## config.mk

```make
export PLATFORM = sky130hd
export DESIGN_NAME = multicycle_controller_flat
export DESIGN_NICKNAME = d
export VERILOG_FILES = /design/src/rtl/multicycle_controller_pkg.sv /design/src/rtl/multicycle_controller_if.sv /design/src/rtl/multicycle_aludec.sv /design/src/rtl/multicycle_controller.sv /design/src/flat_wrapper.sv
export SDC_FILE = /design/constraint.sdc
export NUM_CORES = 1
export LEC_CHECK = 0
export ABC_AREA = 1
export BUFFER_PORTS_ARGS = -buffer_cell sky130_fd_sc_hd__buf_2
export CAP_MARGIN = 0
export CORE_MARGIN = 2
export CORE_UTILIZATION = 45
export CTS_CLUSTER_SIZE = 20
export DETAILED_ROUTE_END_ITERATION = 8
export PLACE_DENSITY = 0.84
export SLEW_MARGIN = 25
export SYNTH_ARGS = -nofsm -noshare
export SYNTH_HDL_FRONTEND = slang
export SYNTH_SLANG_ARGS = --single-unit
```

## constraint.sdc

```tcl
create_clock -name clk -period 1.9 [get_ports clk]
set_clock_uncertainty 0.15 [all_clocks]
set_input_delay 0.19 -clock clk [delete_from_list [all_inputs] [get_ports clk]]
set_output_delay 0.19 -clock clk [all_outputs]
set_load 0.1 [all_outputs]
```

## src/rtl/multicycle_controller_pkg.sv

```systemverilog
// Shared definitions for the multicycle RV32I control FSM.
// Contents: FSM state enum, internal ALU-op selector, ALUControl codes,
// opcode constants, mux-select encodings and the ImmSrc decode helper.
package multicycle_controller_pkg;

    typedef enum logic [3:0] {
        StFetch,
        StDecode,
        StMemAdr,
        StMemRead,
        StMemWb,
        StMemWrite,
        StExecR,
        StExecI,
        StAluWb,
        StBranch,
        StJal,
        StTrap
    } state_e;

    // What the FSM asks of the ALU decoder.
    typedef enum logic [1:0] {
        AluOpAdd,
        AluOpSub,
        AluOpFunct
    } alu_op_e;

    // ALUControl codes, 4 bits wide; the 3-bit configuration uses the low bits.
    localparam logic [3:0] AluAdd = 4'b0000;
    localparam logic [3:0] AluSub = 4'b0001;
    localparam logic [3:0] AluAnd = 4'b0010;
    localparam logic [3:0] AluOr  = 4'b0011;
    localparam logic [3:0] AluXor = 4'b0100;
    localparam logic [3:0] AluSlt = 4'b0101;
    localparam logic [3:0] AluSll = 4'b1000;
    localparam logic [3:0] AluSrl = 4'b1001;
    localparam logic [3:0] AluSra = 4'b1010;

    localparam logic [6:0] OpLoad   = 7'b0000011;
    localparam logic [6:0] OpStore  = 7'b0100011;
    localparam logic [6:0] OpReg    = 7'b0110011;
    localparam logic [6:0] OpImm    = 7'b0010011;
    localparam logic [6:0] OpBranch = 7'b1100011;
    localparam logic [6:0] OpJal    = 7'b1101111;

    localparam logic [1:0] ImmI = 2'b00;
    localparam logic [1:0] ImmS = 2'b01;
    localparam logic [1:0] ImmB = 2'b10;
    localparam logic [1:0] ImmJ = 2'b11;

    localparam logic [1:0] ResAluOut    = 2'b00;
    localparam logic [1:0] ResData      = 2'b01;
    localparam logic [1:0] ResAluResult = 2'b10;

    localparam logic [1:0] SrcAPc    = 2'b00;
    localparam logic [1:0] SrcAOldPc = 2'b01;
    localparam logic [1:0] SrcARs1   = 2'b10;

    localparam logic [1:0] SrcBRs2  = 2'b00;
    localparam logic [1:0] SrcBImm  = 2'b01;
    localparam logic [1:0] SrcBFour = 2'b10;

    function automatic logic [1:0] imm_src(input logic [6:0] op);
        case (op)
            OpStore:  return ImmS;
            OpBranch: return ImmB;
            OpJal:    return ImmJ;
            default:  return ImmI;
        endcase
    endfunction

endpackage

```

## src/rtl/multicycle_controller_if.sv

```systemverilog
// Controller <-> datapath signal bundle.
// master: the controller (takes instruction fields/flags/mem_ready, drives controls).
// slave:  the datapath (drives instruction fields/flags/mem_ready, takes controls).
interface multicycle_controller_if #(
    parameter int unsigned ALU_CTRL_W = 3
);
    logic [6:0]            op;
    logic [2:0]            funct3;
    logic                  funct7b5;
    logic                  Zero;
    logic                  Neg;
    logic                  mem_ready;
    logic                  PCWrite;
    logic                  AdrSrc;
    logic                  MemWrite;
    logic                  IRWrite;
    logic [1:0]            ResultSrc;
    logic [1:0]            ALUSrcA;
    logic [1:0]            ALUSrcB;
    logic [1:0]            ImmSrc;
    logic                  RegWrite;
    logic [ALU_CTRL_W-1:0] ALUControl;
    logic                  illegal_instr;
    logic                  instr_retired;

    modport master (
        input  op, funct3, funct7b5, Zero, Neg, mem_ready,
        output PCWrite, AdrSrc, MemWrite, IRWrite, ResultSrc, ALUSrcA, ALUSrcB, ImmSrc,
               RegWrite, ALUControl, illegal_instr, instr_retired
    );

    modport slave (
        output op, funct3, funct7b5, Zero, Neg, mem_ready,
        input  PCWrite, AdrSrc, MemWrite, IRWrite, ResultSrc, ALUSrcA, ALUSrcB, ImmSrc,
               RegWrite, ALUControl, illegal_instr, instr_retired
    );
endinterface

```

## src/rtl/multicycle_aludec.sv

```systemverilog
// Combinational ALU decoder: FSM ALU-op request plus funct fields -> ALUControl.
// Ports: alu_op (FSM request), op5 (opcode bit 5, R-type marker), funct3, funct7b5,
//        alu_control (ALU_CTRL_W-bit operation code).
module multicycle_aludec
    import multicycle_controller_pkg::*;
#(
    parameter int unsigned ALU_CTRL_W = 3
) (
    input  alu_op_e               alu_op,
    input  logic                  op5,
    input  logic [2:0]            funct3,
    input  logic                  funct7b5,
    output logic [ALU_CTRL_W-1:0] alu_control
);
    logic [3:0] code;

    always_comb begin
        code = AluAdd;
        case (alu_op)
            AluOpSub: code = AluSub;
            AluOpFunct: begin
                case (funct3)
                    // Only R-type subtracts; addi keeps add whatever bit 30 holds.
                    3'b000: code = (op5 && funct7b5) ? AluSub : AluAdd;
                    3'b010: code = AluSlt;
                    3'b100: code = AluXor;
                    3'b110: code = AluOr;
                    3'b111: code = AluAnd;
                    3'b001: if (ALU_CTRL_W >= 4) code = AluSll;
                    3'b101: if (ALU_CTRL_W >= 4) code = funct7b5 ? AluSra : AluSrl;
                    default: code = AluAdd;
                endcase
            end
            default: code = AluAdd;
        endcase
    end

    // Shift codes never occur in the 3-bit build, so truncation is lossless.
    assign alu_control = ALU_CTRL_W'(code);
endmodule

```

## src/rtl/multicycle_controller.sv

```systemverilog
// Control FSM for the multicycle RV32I datapath.
// Sequences Fetch/Decode/Execute/Memory/Writeback, stalls on mem_ready,
// traps on unknown opcodes and pulses instr_retired once per instruction.
// Ports: clk, reset_n (async active-low), bus (controller side of the bundle).
module multicycle_controller
    import multicycle_controller_pkg::*;
#(
    parameter int unsigned ALU_CTRL_W = 3,
    parameter bit          EXT_BRANCH = 1'b1
) (
    input  logic                    clk,
    input  logic                    reset_n,
    multicycle_controller_if.master bus
);
    state_e                state_q, state_d;
    alu_op_e               alu_op;
    logic [ALU_CTRL_W-1:0] alu_control;
    logic                  branch_taken;

    multicycle_aludec #(
        .ALU_CTRL_W(ALU_CTRL_W)
    ) u_aludec (
        .alu_op     (alu_op),
        .op5        (bus.op[5]),
        .funct3     (bus.funct3),
        .funct7b5   (bus.funct7b5),
        .alu_control(alu_control)
    );

    always_ff @(posedge clk or negedge reset_n) begin
        if (!reset_n) state_q <= StFetch;
        else          state_q <= state_d;
    end

    always_comb begin
        branch_taken = 1'b0;
        case (bus.funct3)
            3'b000:  branch_taken = bus.Zero;
            3'b001:  branch_taken = EXT_BRANCH && !bus.Zero;
            3'b100:  branch_taken = EXT_BRANCH && bus.Neg;
            3'b101:  branch_taken = EXT_BRANCH && !bus.Neg;
            default: branch_taken = 1'b0;
        endcase
    end

    always_comb begin
        state_d           = state_q;
        alu_op            = AluOpAdd;
        bus.PCWrite       = 1'b0;
        bus.AdrSrc        = 1'b0;
        bus.MemWrite      = 1'b0;
        bus.IRWrite       = 1'b0;
        bus.ResultSrc     = ResAluOut;
        bus.ALUSrcA       = SrcAPc;
        bus.ALUSrcB       = SrcBRs2;
        bus.RegWrite      = 1'b0;
        bus.illegal_instr = 1'b0;
        bus.instr_retired = 1'b0;

        case (state_q)
            StFetch: begin
                bus.ALUSrcB   = SrcBFour;
                bus.ResultSrc = ResAluResult;
                // IR load and PC+4 only once memory delivers the word.
                bus.IRWrite   = bus.mem_ready;
                bus.PCWrite   = bus.mem_ready;
                if (bus.mem_ready) state_d = StDecode;
            end
            StDecode: begin
                bus.ALUSrcA = SrcAOldPc;
                bus.ALUSrcB = SrcBImm;
                case (bus.op)
                    OpLoad, OpStore: state_d = StMemAdr;
                    OpReg:           state_d = StExecR;
                    OpImm:           state_d = StExecI;
                    OpBranch:        state_d = StBranch;
                    OpJal:           state_d = StJal;
                    default:         state_d = StTrap;
                endcase
            end
            StMemAdr: begin
                bus.ALUSrcA = SrcARs1;
                bus.ALUSrcB = SrcBImm;
                state_d     = (bus.op == OpStore) ? StMemWrite : StMemRead;
            end
            StMemRead: begin
                bus.AdrSrc = 1'b1;
                if (bus.mem_ready) state_d = StMemWb;
            end
            StMemWb: begin
                bus.ResultSrc     = ResData;
                bus.RegWrite      = 1'b1;
                bus.instr_retired = 1'b1;
                state_d           = StFetch;
            end
            StMemWrite: begin
                bus.AdrSrc   = 1'b1;
                bus.MemWrite = 1'b1;
                if (bus.mem_ready) begin
                    bus.instr_retired = 1'b1;
                    state_d           = StFetch;
                end
            end
            StExecR: begin
                bus.ALUSrcA = SrcARs1;
                alu_op      = AluOpFunct;
                state_d     = StAluWb;
            end
            StExecI: begin
                bus.ALUSrcA = SrcARs1;
                bus.ALUSrcB = SrcBImm;
                alu_op      = AluOpFunct;
                state_d     = StAluWb;
            end
            StAluWb: begin
                bus.RegWrite      = 1'b1;
                bus.instr_retired = 1'b1;
                state_d           = StFetch;
            end
            StBranch: begin
                bus.ALUSrcA       = SrcARs1;
                alu_op            = AluOpSub;
                bus.PCWrite       = branch_taken;
                bus.instr_retired = 1'b1;
                state_d           = StFetch;
            end
            StJal: begin
                bus.ALUSrcA = SrcAOldPc;
                bus.ALUSrcB = SrcBFour;
                bus.PCWrite = 1'b1;
                state_d     = StAluWb;
            end
            StTrap: begin
                bus.illegal_instr = 1'b1;
            end
            default: state_d = StFetch;
        endcase

        // Reset overrides everything so no strobe leaks out of an abandoned instruction.
        if (!reset_n) begin
            state_d           = StFetch;
            alu_op            = AluOpAdd;
            bus.PCWrite       = 1'b0;
            bus.AdrSrc        = 1'b0;
            bus.MemWrite      = 1'b0;
            bus.IRWrite       = 1'b0;
            bus.ResultSrc     = ResAluOut;
            bus.ALUSrcA       = SrcAPc;
            bus.ALUSrcB       = SrcBFour;
            bus.RegWrite      = 1'b0;
            bus.illegal_instr = 1'b0;
            bus.instr_retired = 1'b0;
        end
    end

    assign bus.ImmSrc     = reset_n ? imm_src(bus.op) : ImmI;
    assign bus.ALUControl = alu_control;
endmodule

```

## src/flat_wrapper.sv

```systemverilog
// flat-port wrapper written by rule: the top's interface ports become plain ports
module multicycle_controller_flat import multicycle_controller_pkg::*;
#(
    parameter int unsigned ALU_CTRL_W = 3,
    parameter bit          EXT_BRANCH = 1'b1
)
  (clk, reset_n, bus_op, bus_funct3, bus_funct7b5, bus_Zero, bus_Neg, bus_mem_ready, bus_PCWrite, bus_AdrSrc, bus_MemWrite, bus_IRWrite, bus_ResultSrc, bus_ALUSrcA, bus_ALUSrcB, bus_ImmSrc, bus_RegWrite, bus_ALUControl, bus_illegal_instr, bus_instr_retired);
  multicycle_controller_if #(.ALU_CTRL_W(ALU_CTRL_W)) bus_i ();
  input  logic clk;
  input  logic reset_n;
  input wire logic [$bits(bus_i.op)-1:0] bus_op;
  input wire logic [$bits(bus_i.funct3)-1:0] bus_funct3;
  input wire logic [$bits(bus_i.funct7b5)-1:0] bus_funct7b5;
  input wire logic [$bits(bus_i.Zero)-1:0] bus_Zero;
  input wire logic [$bits(bus_i.Neg)-1:0] bus_Neg;
  input wire logic [$bits(bus_i.mem_ready)-1:0] bus_mem_ready;
  output wire logic [$bits(bus_i.PCWrite)-1:0] bus_PCWrite;
  output wire logic [$bits(bus_i.AdrSrc)-1:0] bus_AdrSrc;
  output wire logic [$bits(bus_i.MemWrite)-1:0] bus_MemWrite;
  output wire logic [$bits(bus_i.IRWrite)-1:0] bus_IRWrite;
  output wire logic [$bits(bus_i.ResultSrc)-1:0] bus_ResultSrc;
  output wire logic [$bits(bus_i.ALUSrcA)-1:0] bus_ALUSrcA;
  output wire logic [$bits(bus_i.ALUSrcB)-1:0] bus_ALUSrcB;
  output wire logic [$bits(bus_i.ImmSrc)-1:0] bus_ImmSrc;
  output wire logic [$bits(bus_i.RegWrite)-1:0] bus_RegWrite;
  output wire logic [$bits(bus_i.ALUControl)-1:0] bus_ALUControl;
  output wire logic [$bits(bus_i.illegal_instr)-1:0] bus_illegal_instr;
  output wire logic [$bits(bus_i.instr_retired)-1:0] bus_instr_retired;
  assign bus_i.op = bus_op;
  assign bus_i.funct3 = bus_funct3;
  assign bus_i.funct7b5 = bus_funct7b5;
  assign bus_i.Zero = bus_Zero;
  assign bus_i.Neg = bus_Neg;
  assign bus_i.mem_ready = bus_mem_ready;
  assign bus_PCWrite = bus_i.PCWrite;
  assign bus_AdrSrc = bus_i.AdrSrc;
  assign bus_MemWrite = bus_i.MemWrite;
  assign bus_IRWrite = bus_i.IRWrite;
  assign bus_ResultSrc = bus_i.ResultSrc;
  assign bus_ALUSrcA = bus_i.ALUSrcA;
  assign bus_ALUSrcB = bus_i.ALUSrcB;
  assign bus_ImmSrc = bus_i.ImmSrc;
  assign bus_RegWrite = bus_i.RegWrite;
  assign bus_ALUControl = bus_i.ALUControl;
  assign bus_illegal_instr = bus_i.illegal_instr;
  assign bus_instr_retired = bus_i.instr_retired;
  multicycle_controller #(.ALU_CTRL_W(ALU_CTRL_W), .EXT_BRANCH(EXT_BRANCH)) u_core (.clk(clk), .reset_n(reset_n), .bus(bus_i));
endmodule
```

==> impl_metrics.csv, run 1 <==
group,metric,value,unit
clocking,postCtsHoldBufs,1,
yosys,synth_cells,134,
yosys,ys_top_cells_by_count,"nand2_1, inv_1, nor2_1",
place,dp_hpwl,2.30,mm
clocking,cts_buffers,3,
floorplan,die_y,43.6,µm
floorplan,io_pins,34,
clocking,root_buffer,"clkbuf_4",
clocking,ctsLongestPathBuffers,2,
outcome,firstError,"[ERROR DPL-0033] detailed placement checks failed during check placement.",
yosys,synthTopCellsByArea,"nand2_1, dfrtp_1, inv_1",
yosys,yosysTopAreaCellShare,18.6,%
yosys,synthesis.area,707,µm²
yosys,synthArstFlopShare,100,%
place,place_inst,198,
outcome,status,"did not finish",
yosys,yosysTopAreaCell,"nand2_1",
clocking,postCtsSetupRepairBufs,4,
yosys,ys.flop_type,"dfrtp_1",
place,io_buffers,33,
clocking,htreeDepth,1,
clocking,ctsResizeCount,20,
yosys,syn_area_per_cell,5.28,µm²
yosys,synth_cell_type_count,23,
floorplan,initial_core_util,47.5,%
yosys,synth_edf_count,0,
yosys,yosysMostFrequentCell,"nand2_1",
floorplan,num_rows,14,
yosys,synth_nets,152,
yosys,ys_warn_count,0,
place,routabilityCongestion,0.986,
yosys,ys_seq_elements,4,
clocking,clock_sinks,4,
floorplan,die_x,43.6,µm
outcome,stop_stage,"clock tree synthesis",
yosys,synth-seq-area-share,14.2,%
## kinds of logic after synthesis
group / Yosys count / share of synthesized area, %
buf+inv: 30 / 16.6
fa+ha+maj: 2 / 3.54
simple gates: 79 / 51.0
compound gates: 19 / 14.7
flops: 4 / 14.2
## metrics by stage
step	worst slack (ps)	hold WS (ps)	TNS (ps)	instance area, µm²
2_1_floorplan	-772	-256	-5330	777
3_3_place_gp	-100	15.2	-100	1320
3_5_place_dp	-184	20.0	-215	1320
==> run 2, diff against run 1 <==
--- a/config.mk
+++ b/config.mk
@@ -8,11 +8,10 @@
 export ABC_AREA = 1
 export BUFFER_PORTS_ARGS = -buffer_cell sky130_fd_sc_hd__buf_2
 export CAP_MARGIN = 0
-export CORE_MARGIN = 2
-export CORE_UTILIZATION = 45
-export CTS_CLUSTER_SIZE = 20
+export CORE_AREA = 2 2 63 65
 export DETAILED_ROUTE_END_ITERATION = 8
-export PLACE_DENSITY = 0.84
+export DIE_AREA = 0 0 65 67
+export PLACE_DENSITY_LB_ADDON = 0.15
 export SLEW_MARGIN = 25
 export SYNTH_ARGS = -nofsm -noshare
 export SYNTH_HDL_FRONTEND = slang
==> run 2 against run 1 <==
Compared with the run above:
- the flow now finishes, with violations (negative setup slack)
- synthesized cell count did not move
- synthesized area did not move
==> impl_metrics.csv, run 2 <==
group,metric,value,unit
setup_path,path_buf_inv,5,
setup_path,critPathLaunchType,"flip-flop",
cells_and_area,final_core_util,46.0,%
power,p_leak,0.801,nW
route,drt.antenna.violating_nets,0,
yosys,yosysTopAreaCell,"nand2_1",
timing,worst_pin_slew,282,ps
cells_and_area,fill_cells,367,
yosys,synthTopCellsByArea,"nand2_1, dfrtp_1, inv_1",
floorplan,dieArea,0.00436,mm²
setup_path,critical_path_required,1560,ps
cells_and_area,fin_area,0.00166,mm²
route,drt_iter0_markers,17,
setup_path,cpLargestDelayFamily,"simple AND/OR/NAND/NOR gates",
yosys,ys_seq_elements,4,
floorplan,die_y,67,µm
timing,max_freq,464,MHz
timing,hold_viol,0,
job,maxCapViolCount,0,
timing,slew_violations,0,
yosys,synthesis.area,707,µm²
setup_path,crit_chain,"nor2_4 > inv_2 > nor2_4 > inv_2 > nor2_4 > inv_2 > ha_4 > inv_2 > nand2_2 > nor4_4 > buf_12",
floorplan,io_pins,34,
timing,rsz0062_at_grt,"true",
place,dp_hpwl,2.08,mm
place,io_buffers,33,
timing,setup_viol,13,
global_routing,antenna_found_initial,0,
route,vias,1016,
route,routed_wl,2.49,mm
yosys,syn_area_per_cell,5.28,µm²
outcome,violations,"negative setup slack",
yosys,synth-seq-area-share,14.2,%
global_routing,grt_usage,12.4,%
yosys,ys_warn_count,0,
clocking,clk_pin_slew_worst_paths,30,ps
power,finalPower,1.97,mW
timing,timing.final.ws_setup,-256,ps
timing,period_minus_slack,2160,ps
global_routing,grt_pass1_vias,969,
yosys,yosysMostFrequentCell,"nand2_1",
timing,fin_crit_sh,113,%
timing,hold_ws,201,ps
timing,relSlewSlack,81.0,%
route,drcViolationCount,0,
cells_and_area,largestRegisters,"u_core.state_q (4)",
cells_and_area,regMostFlops,"u_core.state_q",
place,placed_area,0.00139,mm²
cells_and_area,drive_gt1_share,57.4,%
route,drtPass1Iterations,4,
floorplan,die_x,65,µm
yosys,synth_edf_count,0,
clocking,ctsLongestPathBuffers,2,
cells_and_area,diodes,0,
cells_and_area,multiInputGateArea,687,µm²
power,power_density,1190,mW/mm²
yosys,yosysTopAreaCellShare,18.6,%
clocking,clk_latency,220,ps
cells_and_area,seq_area,101,µm²
yosys,synth_nets,152,
cells_and_area,nets,216,
global_routing,grt_pass1_wl,4.20,mm
floorplan,core-area,0.00361,mm²
global_routing,grt_max_degree,12,
setup_path,path_max_fanout,3,
setup_path,max_stage_delay,410,ps
clocking,htreeDepth,1,
route,detail_route.wl_per_cell,10.1,µm
route,vias_per_cell,4.15,
yosys,synthArstFlopShare,100,%
cells_and_area,layout_common_cells,"nand2_1, buf_4, buf_12",
floorplan,num_rows,22,
clocking,root_buffer,"clkbuf_8",
setup_path,cp.arrival,1820,ps
setup_path,cp_slowest_cell,"dfrtp_1",
setup_path,cp-end-kind,"primary output",
min_path,hp-class,"primary input to flip-flop",
setup_path,cpMostUsedCell,"inv_2",
setup_path,path_class,"flip-flop to primary output",
power,ir_drop,0.598,mV
cells_and_area,largest_reg_flops,4,
floorplan,initial_core_util,19.6,%
timing,tns,-1680,ps
place,routabilityCongestion,0.804,
cells_and_area,mostFrequentLayoutCell,"nand2_1",
clocking,cts_tree,"yes",
clocking,clock_sinks,4,
outcome,status,"finished with violations",
global_routing,overflow,0,
yosys,ys.flop_type,"dfrtp_1",
clocking,cts_buffers,3,
yosys,synth_cell_type_count,23,
cells_and_area,syn_to_final_growth,135,%
yosys,ys_top_cells_by_count,"nand2_1, inv_1, nor2_1",
yosys,synth_cells,134,
[run 2: cell counts after synthesis]
Identical to the previous run, type by type.
[run 2: stage by stage]
| stage | std cells | worst slack [ps] |
|---|---|---|
| after CTS | 240 | -261 |
| after detailed placement | 230 | -174 |
| after floorplan | 134 | -772 |
| final | 245 | -256 |
| after global routing | 245 | -353 |
| after global placement | 230 | -119 |
[run 2: cell type report]
cell class,instances,area share (%)
sequential,4,6.11
timing repair buffer,61,39.8
inverter,28,6.34
multi-input combinational,100,41.4
tap,48,3.62
clock buffer,4,2.72
[run 2: power breakdown]
group | total (mW) | internal, mW | switching [mW]
clock | 0.191 | 0.144 | 0.0478
combinational | 1.65 | 0.625 | 1.02
sequential | 0.136 | 0.115 | 0.0201
[run 2: what timing repair did]
| item | in CTS | in global routing |
|---|---|---|
| buffers inserted | 5 | 5 |
| gates resized for setup | 20 | 14 |
| pin swaps | 6 | 7 |
| endpoints found under the setup margin | 10 | 11 |
| hold endpoints to repair | 4 | 0 |
| hold buffers | 1 | 0 |
[run 2: routing by layer]
layer	share of wire [%]	track usage, %	vias up
li1	-	-	547
met1	44	15.2	437
met2	50	22.4	26
met3	4.5	1.35	6
met4	1.5	3.99	0
met5	0	0	-
[run 2: worst reg2reg max path, stage by stage, from the launching register on]
cell	delay, ps
dfrtp_1	410
buf_4	150
buf_4	130
nor2_4	140
buf_6	110
buf_6	100
nand2_4	70
a21boi_2	180
nor2_2	70
nand3_1	80
nand2_1	60
[run 2: cells by family after synthesis]
kind of cell	synth area share (%)
buffers and inverters	16.6
adder cells (fa/ha/maj)	3.54
flip-flops	14.2
AND/OR/NAND/NOR	51.0
AO/OA/AOI/OAI	14.7
[run 2: path summary, 6_finish.rpt]
check | start | end | slack (ps) | cells after the start
worst max register to register | u_core.state_q[2] | u_core.state_q[2] | 130 | 10
min in group asynchronous | reset_n | u_core.state_q[0] | 340 | 3
max in group asynchronous | reset_n | u_core.state_q[1] | 1110 | 3
worst max-delay path | u_core.state_q[2] | bus_ALUControl[2] | -260 | 11
worst min register to register | u_core.state_q[0] | u_core.state_q[0] | 540 | 3
worst min-delay path | bus_mem_ready | u_core.state_q[2] | 200 | 4
(Power assumes the default switching activity.)
==> run 3, diff against run 2 <==
--- a/config.mk
+++ b/config.mk
@@ -12,6 +12,7 @@
 export DETAILED_ROUTE_END_ITERATION = 8
 export DIE_AREA = 0 0 65 67
 export PLACE_DENSITY_LB_ADDON = 0.15
+export SETUP_SLACK_MARGIN = 0.05
 export SLEW_MARGIN = 25
 export SYNTH_ARGS = -nofsm -noshare
 export SYNTH_HDL_FRONTEND = slang
==> run 3 against run 2 <==
Compared with the run above:
- the flow still finishes with violations (negative setup slack)
- non-clock buffer count increased by 1
- final cell count increased by 0.41%
- worst hold slack got worse by 5.7 ps
- die area unchanged
- critical path type unchanged
- largest power group unchanged
==> impl_metrics.csv, run 3 (synthesis results as in run 2) <==
group,metric,value,unit
min_path,hold-path-cell-count,4,
setup_path,path_depth,11,
cells_and_area,final_cells,246,
place,routabilityCongestion,0.803,
setup_path,path_buf_inv,5,
cells_and_area,layout_common_cells,"nand2_1, buf_4, buf_12",
timing,hold_viol,0,
route,drt.antenna.violating_nets,0,
route,routed_wl,2.78,mm
outcome,status,"finished with violations",
setup_path,max_stage_delay,420,ps
cells_and_area,largestRegisters,"u_core.state_q (4)",
timing,period_minus_slack,2170,ps
setup_path,path_class,"flip-flop to primary output",
global_routing,grt_usage,13.1,%
cells_and_area,largest_reg_flops,4,
global_routing,met1_usage,16.3,%
route,drcViolationCount,0,
setup_path,cpLargestDelayFamily,"simple AND/OR/NAND/NOR gates",
power,ir_drop,0.851,mV
clocking,clock_sinks,4,
job,maxCapViolCount,0,
setup_path,critical_path_required,1560,ps
timing,fin_crit_sh,114,%
clocking,ctsLongestPathBuffers,2,
place,place_inst,229,
setup_path,cp_slowest_cell,"dfrtp_2",
cells_and_area,regMostFlops,"u_core.state_q",
timing,slew_violations,0,
floorplan,initial_core_util,19.6,%
floorplan,core-area,0.00361,mm²
cells_and_area,nets,217,
clocking,clk_pin_slew_worst_paths,30,ps
place,dp_hpwl,2.10,mm
global_routing,grt_pass1_wl,4.51,mm
power,power_density,1250,mW/mm²
timing,relSlewSlack,82.9,%
cells_and_area,syn_to_final_growth,142,%
setup_path,reg2reg_depth,10,
route,vias_per_cell,4.23,
setup_path,path_max_fanout,3,
global_routing,grt_max_degree,12,
global_routing,gr-usage-met3,1.86,%
place,io_buffers,33,
cells_and_area,drive_gt1_share,61.1,%
route,detail_route.wl_per_cell,11.3,µm
route,drt_iter0_markers,25,
clocking,cts_tree,"yes",
setup_path,cp-end-kind,"primary output",
floorplan,io_pins,34,
timing,setup_viol,10,
route,vias,1040,
place,dp_slack,-173,ps
timing,worst_pin_slew,254,ps
timing,max_freq,460,MHz
clocking,root_buffer,"clkbuf_8",
floorplan,dieArea,0.00436,mm²
global_routing,gr-usage-met2,23.2,%
power,p_leak,0.818,nW
global_routing,overflow,0,
cells_and_area,mostFrequentLayoutCell,"nand2_1",
clocking,htreeDepth,1,
min_path,hp-class,"primary input to flip-flop",
global_routing,grt_busiest_layer,"met2",
power,finalPower,2.14,mW
clocking,cts_buffers,3,
clocking,clk_latency,220,ps
setup_path,cp.arrival,1830,ps
timing,timing.final.ws_setup,-274,ps
global_routing,antenna_found_initial,0,
setup_path,cpMostUsedCell,"inv_2",
route,drtPass1Iterations,4,
setup_path,critPathLaunchType,"flip-flop",
timing,rsz0062_at_grt,"true",
global_routing,grt_pass1_vias,1003,
cells_and_area,diodes,0,
outcome,violations,"negative setup slack",
floorplan,num_rows,22,
floorplan,die_y,67,µm
setup_path,crit_chain,"inv_4 > nand2_2 > nor2_4 > inv_2 > nor2_4 > inv_2 > ha_4 > inv_2 > nand2_2 > nor4_4 > buf_12",
floorplan,die_x,65,µm
==> run 3: changes by cell type in the layout (fill, tap and decap cells not counted), sizes merged <==
cell,change
buf,+1
clkinvlp,+1
inv,-1
==> run 3: stage by stage <==
stage               setup TNS, ps  instance area, µm²  hold slack, ps  utilization, %
finish                       -929                1710             195            47.5
global route                -1790                1710             238            47.5
global placement             -144                1390            19.5            38.6
detailed placement           -192                1390            27.6            38.6
floorplan                   -5060                 788            -256               -
CTS                          -827                1580             183            43.8
==> run 3: what timing repair did <==
| item | CTS | global route |
|---|---|---|
| resized for setup | 24 | 24 |
| hold buffers | 1 | 0 |
| pin swaps | 11 | 9 |
| hold endpoints to repair | 4 | 0 |
| setup endpoints to repair | 12 | 14 |
| buffers inserted | 6 | 6 |
==> run 3: path summary, 6_finish.rpt <==
kind / start / to / slack (ps)
min: bus_mem_ready / u_core.state_q[2] / 200
min reg2reg: u_core.state_q[0] / u_core.state_q[0] / 610
min in group asynchronous: reset_n / u_core.state_q[1] / 440
max: u_core.state_q[1] / bus_ALUControl[2] / -270
max reg2reg: u_core.state_q[2] / u_core.state_q[2] / 210
max in group asynchronous: reset_n / u_core.state_q[2] / 960
==> run 3: power by group <==
part           switching (mW)  internal, mW
clock                  0.0475         0.144
sequential             0.0339         0.116
combinational            1.10         0.699
total                    1.18         0.959
==> run 3: final cells by class <==
| type | count | area (µm²) |
|---|---|---|
| Clock buffer | 4 | 45.0 |
| Fill cell | 368 | 1890 |
| Inverter | 28 | 119 |
| Multi-Input combinational cell | 100 | 709 |
| Sequential cell | 4 | 103 |
| Tap cell | 48 | 60.1 |
| Timing Repair Buffer | 62 | 678 |
==> run 3: per-layer routing <==
layer / wire [µm] / up-vias / share of wire (%)
li1: - / 550 / -
met4: 43 / 0 / 1.5
met2: 1430 / 29 / 51
met3: 123 / 6 / 4.4
met5: 0 / - / 0
met1: 1180 / 455 / 43
==> run 3: worst register-to-register path, stage by stage (launching register included) <==
cell	delay, ps
dfrtp_2	420
buf_4	150
nor2_4	160
nand2_4	90
buf_4	140
nor2_4	110
buf_4	130
nand3_1	50
nand3_1	90
nand3_1	80
nand2_1	60
